<file path="src/rtl/fetch_if_id.sv">
// rtl/fetch_if_id.sv - instruction fetch stage with IF/ID pipeline register
//
// Owns the fetch PC, drives instruction memory and registers the fetched word
// with its PC and PC+4 for the decode stage.
//
// Ports:
//   clk            pipeline clock, all state changes on rising edge
//   reset          synchronous, active-high
//   imem_addr      instruction memory byte address (current pc, combinational)
//   imem_rdata     instruction word for imem_addr
//   imem_valid     imem_rdata is valid this cycle
//   stall          hold pc and IF/ID contents
//   redirect_valid taken branch/jump: flush IF/ID and refetch from redirect_pc
//   redirect_pc    redirect target (low two bits ignored)
//   id_instr       registered instruction (NOP_INSTR when slot invalid)
//   id_pc          registered PC of id_instr
//   id_pc_plus4    registered id_pc + 4 (link value)
//   id_valid       IF/ID slot holds a real instruction
//   pc             current fetch PC
module fetch_if_id #(
   parameter logic [31:0] RESET_PC  = 32'h0000_0000,
   parameter logic [31:0] NOP_INSTR = 32'h0000_0013
) (
   input  logic        clk,
   input  logic        reset,
   output logic [31:0] imem_addr,
   input  logic [31:0] imem_rdata,
   input  logic        imem_valid,
   input  logic        stall,
   input  logic        redirect_valid,
   input  logic [31:0] redirect_pc,
   output logic [31:0] id_instr,
   output logic [31:0] id_pc,
   output logic [31:0] id_pc_plus4,
   output logic        id_valid,
   output logic [31:0] pc
);

   logic [31:0] r_pc;
   logic [31:0] r_id_instr;
   logic [31:0] r_id_pc;
   logic [31:0] r_id_pc_plus4;
   logic        r_id_valid;
   logic [31:0] w_pc_plus4;

   // Wraps modulo 2^32 naturally; no overflow indication is wanted.
   assign w_pc_plus4 = r_pc + 32'd4;

   always_ff @(posedge clk) begin
      if (reset) begin
         r_pc          <= RESET_PC;
         r_id_instr    <= NOP_INSTR;
         r_id_pc       <= 32'd0;
         r_id_pc_plus4 <= 32'd0;
         r_id_valid    <= 1'b0;
      end else if (redirect_valid) begin
         // Flush wins over stall; the word fetched this cycle is wrong-path.
         r_pc       <= {redirect_pc[31:2], 2'b00};
         r_id_instr <= NOP_INSTR;
         r_id_valid <= 1'b0;
      end else if (stall) begin
         // Hold everything; memory response is ignored and refetched later.
         r_pc <= r_pc;
      end else if (!imem_valid) begin
         // Wait state: keep pc so the same address is retried, send a bubble.
         r_id_instr <= NOP_INSTR;
         r_id_valid <= 1'b0;
      end else begin
         r_pc          <= w_pc_plus4;
         r_id_instr    <= imem_rdata;
         r_id_pc       <= r_pc;
         r_id_pc_plus4 <= w_pc_plus4;
         r_id_valid    <= 1'b1;
      end
   end

   assign imem_addr   = r_pc;
   assign pc          = r_pc;
   assign id_instr    = r_id_instr;
   assign id_pc       = r_id_pc;
   assign id_pc_plus4 = r_id_pc_plus4;
   assign id_valid    = r_id_valid;

endmodule

</file>
<file path="config.mk">
export PLATFORM = sky130hd
export DESIGN_NAME = fetch_if_id
export DESIGN_NICKNAME = d
export VERILOG_FILES = /design/src/rtl/fetch_if_id.sv
export SDC_FILE = /design/constraint.sdc
export NUM_CORES = 1
export LEC_CHECK = 0
export ABC_AREA = 1
export BUFFER_PORTS_ARGS = -buffer_cell sky130_fd_sc_hd__clkbuf_2
export CORE_UTILIZATION = 33
export CTS_CLUSTER_DIAMETER = 50
export DETAILED_ROUTE_END_ITERATION = 10
export GPL_TIMING_DRIVEN = 0
export HOLD_SLACK_MARGIN = 0.05
export SKIP_CTS_REPAIR_TIMING = 1
export SLEW_MARGIN = 0
export SYNTH_ARGS = -nofsm -noshare
export SYNTH_HDL_FRONTEND = slang
export SYNTH_SLANG_ARGS = --single-unit
</file>
<file path="constraint.sdc">
create_clock -name clk -period 1.56 [get_ports clk]
set_clock_uncertainty 0.2 [all_clocks]
set_input_delay 0.156 -clock clk [delete_from_list [all_inputs] [get_ports clk]]
set_output_delay 0.156 -clock clk [all_outputs]
set_load 0.005 [all_outputs]
</file>
### Yosys cells after proc, flatten, opt, wreduce, memory -nomap -nowiden

Index checks and enable logic that the tools add are counted.

* reductions and logical operators: 5
* bitwise operators: 2
* add/subtract/negate cells: 1
* mux-type cells: 5
* equal/unequal tests: 1

Operators with widths (count)
* 2-to-1 mux 32 bit: 4
* adder 32 x 3 -> 32 bit, second input constant: 1
* AND reduction 2 bit: 2
* AND reduction 3 bit: 1
* != test 2 x 1 -> 1 bit, second input constant: 1
* inverter 1 bit: 2
* nonzero test 2 bit: 1
* OR reduction 2 bit: 1
* 2-to-1 mux 1 bit: 1

* word-level logic and storage cells: 20
* register bits: 129
* output and inout port bits: 161

### Depth between registers and ports, before layout

* word-level depth: 4
* depth in mapped cells: 9
* mapped depth without buffers: 9

### Worst setup path before layout

Ideal clock, no wire load.

* kind: register -> register
* start: register r_pc[2] (netlist: imem_addr[2])
* end: register r_id_pc_plus4[18] (netlist: id_pc_plus4[18])
* arrival: 1.363 ns
* setup time: 0.070 ns
* cell stages (with the launch flop): 9
* setup slack: -0.073 ns
* cells stage by stage: dfxtp_1 > ha_1 > nand2_1 > nor2_4 > nand2_4 > nor2_4 > xor2_1 > nand2_1 > a21oi_1

* word-level cells in the longest chain between the ends: 1

RTL lines
* start: declaration: line 39 `logic [31:0] r_pc;`
* start signal: assignment: line 58 `r_pc <= {redirect_pc[31:2], 2'b00};`
* start signal: assignment: line 63 `r_pc <= r_pc;`
* start signal: assignment: line 69 `r_pc <= w_pc_plus4;`
* adder 32 x 3 -> 32 bit: line 47 `assign w_pc_plus4 = r_pc + 32'd4;`
* end signal: assignment: line 72 `r_id_pc_plus4 <= w_pc_plus4;`
* end: declaration: line 42 `logic [31:0] r_id_pc_plus4;`

No other way between the ends.
A chain may end at the register's enable or synchronous reset.

### Final worst setup path

* start: register r_pc[3] (netlist: imem_addr[3])
* end: register r_pc[12] (netlist: imem_addr[12])

* word-level cells in the longest chain between the ends: 4

RTL lines
* adder 32 x 3 -> 32 bit: line 47
* 2-to-1 mux 32 bit: line 64 `end else if (!imem_valid) begin`
* 2-to-1 mux 32 bit: line 61 `end else if (stall) begin`
* 2-to-1 mux 32 bit: line 56 `end else if (redirect_valid) begin`

No other way between the ends. The select of a mux whose other input is x is not followed.

==> results_dict.tcl <==
set metrics [dict create \
    layout_commonest_cell "clkbuf_2" \
    synth_cell_type_count 29 \
    cp_max_fo 5 \
    synth_top_cells_by_area "dfxtp_1 (45%), nand2_1 (15%), a21oi_1 (8.3%)" \
    max_slew.worst_pin.slew_ns 0.765 \
    cp-start-kind "register" \
    cts_tree "done" \
    crit_chain "ha_4, nand2_4, nor2_4, nand2_4, nor2_4, buf_4, a21oi_2, o21ai_2, a21oi_1" \
    clk_pin_slew_ns 0.06 \
    ys.flop_type "dfxtp_1" \
    worstHoldEndpoint "id_instr[3]" \
    detail_route.wirelength_um 18700 \
    grt_max_degree 17 \
    syn2layout_area_growth_pct 55.7 \
    reg2reg_slack_ns -0.21 \
    antenna_found_initial 0 \
    root_buffer "clkbuf_16" \
    clk_latency_ns 0.43 \
    rsz0062_at_grt "true" \
    n_fill_cell 1585 \
    outcome "finished with violations" \
    setup_viol_count_final 48 \
    dpl.hpwl_um 13300 \
    failed_checks "setup timing" \
    worstPathRequired_ns 1.65 \
    cts_buffer_depth 2 \
    finalCritPeriodShare_pct 113 \
    start_util_pct 34.0 \
    dieArea_um2 17000 \
    ant_nets 0 \
    clock.fmax_mhz 566 \
    period_minus_slack_ns 1.77 \
    synth_cells 745 \
    chipHeight_um 130 \
    path_delay_family "simple AND/OR/NAND/NOR gates" \
    grt_pass1_wl_um 25700 \
    dr.pass1.iters 4 \
    gp_congestion 0.829 \
    yosysSeqAreaShare_pct 45.2 \
    worst_slack_ns -0.206 \
    reg2reg_to "imem_addr[12]" \
    cts_sinks 123 \
    diodes 0 \
    grt.total_usage_pct 20.2 \
    fp-row-count 46 \
    dp_slack_ns -0.385 \
    synth_top_family_by_area "simple AND/OR/NAND/NOR gates" \
    seq_area_um2 2520 \
    final_cell_mix "clkbuf_2 (217), nand2_1 (214), dfxtp_1 (100), a21oi_1 (71), dlygate4sd3_1 (66)" \
    drt_iter0_markers 237 \
    synth-simple-area-share_pct 25.5 \
    nets 1138 \
    ys_warn_count 0 \
    first_global_vias 4893 \
    yosysTopAreaCell "dfxtp_1" \
    relSlewSlack_pct 49.0 \
    multi_input_comb_area_um2 2580 \
    worstSetupPathType "reg -> reg" \
    vias 5925 \
    synth_top_area_share_pct 45.2 \
    pwr_density_cell_nw_per_um2 969 \
    drive_above_1_share_pct 38.5 \
    dieWidth_um 130 \
    synth_compound_area_share_pct 15.4 \
    hold_viol_final 0 \
    r2r_start "imem_addr[3]" \
    peakVddDrop_uv 773 \
    max_stage_delay_ns 0.38 \
    synth_adder_area_share_pct 0.230 \
    slew_viol_final 0 \
    slowest_stage "dfxtp_4" \
    hold_class "in -> reg" \
    coreArea_um2 16000 \
    fin_area_um2 8480 \
    synth_xor_area_share_pct 1.26 \
    critical_path.endpoint_type "register" \
    yosys-mux-area-fraction_pct 0 \
    utilization_pct 53.0 \
    io_buffers 217 \
    critical_path_buf_inv_count 1 \
    reg2reg_depth 9 \
    drcViolationCount 0 \
    leakage_nw 3.82 \
    ioPinCount 230 \
    async_flop_share_pct 0 \
    synth.cell_area_um2 5450 \
    worstHoldStart "stall" \
    syn_avg_cell_area_um2 7.31 \
    viasPerCell 4.57 \
    cp_data_arrival_time_ns 1.85 \
    synth_edf_count 0 \
    max_cap_viol_count 0 \
    grt_remaining_overflow 0 \
    htreeDepth 4 \
    synth-seq-cells 123 \
    whs_path_depth 4 \
    placed_area_um2 6850 \
    wl_per_cell_um 14.4 \
    cts_buffers 17 \
]
## Yosys cell counts (3+ instances only)
| cell | n |
|---|---|
| a211oi_1 | 23 |
| a21oi_1 | 90 |
| a31oi_1 | 11 |
| buf_2 | 11 |
| buf_4 | 40 |
| clkbuf_1 | 23 |
| dfxtp_1 | 123 |
| inv_1 | 54 |
| inv_2 | 4 |
| nand2_1 | 222 |
| nand2_2 | 5 |
| nand3_1 | 28 |
| nor2_1 | 50 |
| nor2_2 | 4 |
| nor2_4 | 9 |
| o21ai_0 | 23 |
| o21ai_1 | 3 |
| o22ai_1 | 3 |
| xnor2_1 | 3 |
| xor2_1 | 3 |
## area by class of cell
type | instances | share of cell area, %
Multi-Input combinational cell | 495 | 30.4
Buffer | 76 | 5.30
Tap cell | 216 | 3.19
Timing Repair Buffer | 297 | 21.8
Sequential cell | 123 | 29.7
Clock inverter | 14 | 1.74
Clock buffer | 18 | 5.18
Inverter | 58 | 2.57
## through the flow
| stage | total power (W) | TNS (ns) | hold WS [ns] | cells |
|---|---|---|---|---|
| after floorplan | 0.00383 | 0 | 0.0833 | 752 |
| after global placement | 0.00421 | -15.25 | 0.178 | 1185 |
| after detailed placement | 0.00422 | -15.99 | 0.184 | 1185 |
| after CTS | 0.00809 | -9.68 | -0.258 | 1217 |
| after global routing | 0.00853 | -8.71 | 0.115 | 1297 |
| final | 0.00821 | -4.31 | 0.0963 | 1297 |
## tightest hold or removal path, stage by stage
cell and delay [ns]:
clkbuf_2 0.12, clkbuf_1 0.23, nand2_1 0.11, a21oi_1 0.05
## state kept, by name (all words and copies together) (netlist names)
register     flops
id_instr        32
id_pc           30
id_pc_plus4     30
imem_addr       30
id_valid         1
## report_power, final
group          internal (W)  leakage [nW]  switching, W  total [W]
Sequential          0.00325          1.01      0.000125    0.00338
Combinational      0.000473          2.53      0.000478   0.000951
Clock               0.00239         0.274       0.00150    0.00389
## worst max-delay path by stage
stage	slack, ns	startpoint	end	cells after the start
after floorplan	0.02	imem_addr[3]	id_pc_plus4[18]	8
after global placement	-0.38	imem_addr[11]	imem_addr[31]	9
after detailed placement	-0.39	imem_addr[11]	imem_addr[31]	9
after CTS	-0.42	imem_addr[11]	imem_addr[15]	7
after global routing	-0.26	imem_addr[3]	imem_addr[18]	8
final	-0.21	imem_addr[3]	imem_addr[12]	9
## per-layer routing
layer | track usage, % | share of wire, % | up-vias | wire length, um
li1 | - | - | 2997 | -
met1 | 25.0 | 43 | 2708 | 8140
met2 | 33.2 | 48 | 200 | 9050
met3 | 6.31 | 7.0 | 20 | 1310
met4 | 6.76 | 1.2 | 0 | 217
met5 | 0 | 0 | - | 0
## logic make-up after synthesis
group,after synthesis
compound gates,153
simple gates,326
flops,123
other cells,1
buf+inv,134
xor+xnor,7
fa+ha+maj,1
No activity file was read; power rests on OpenSTA's default activity.
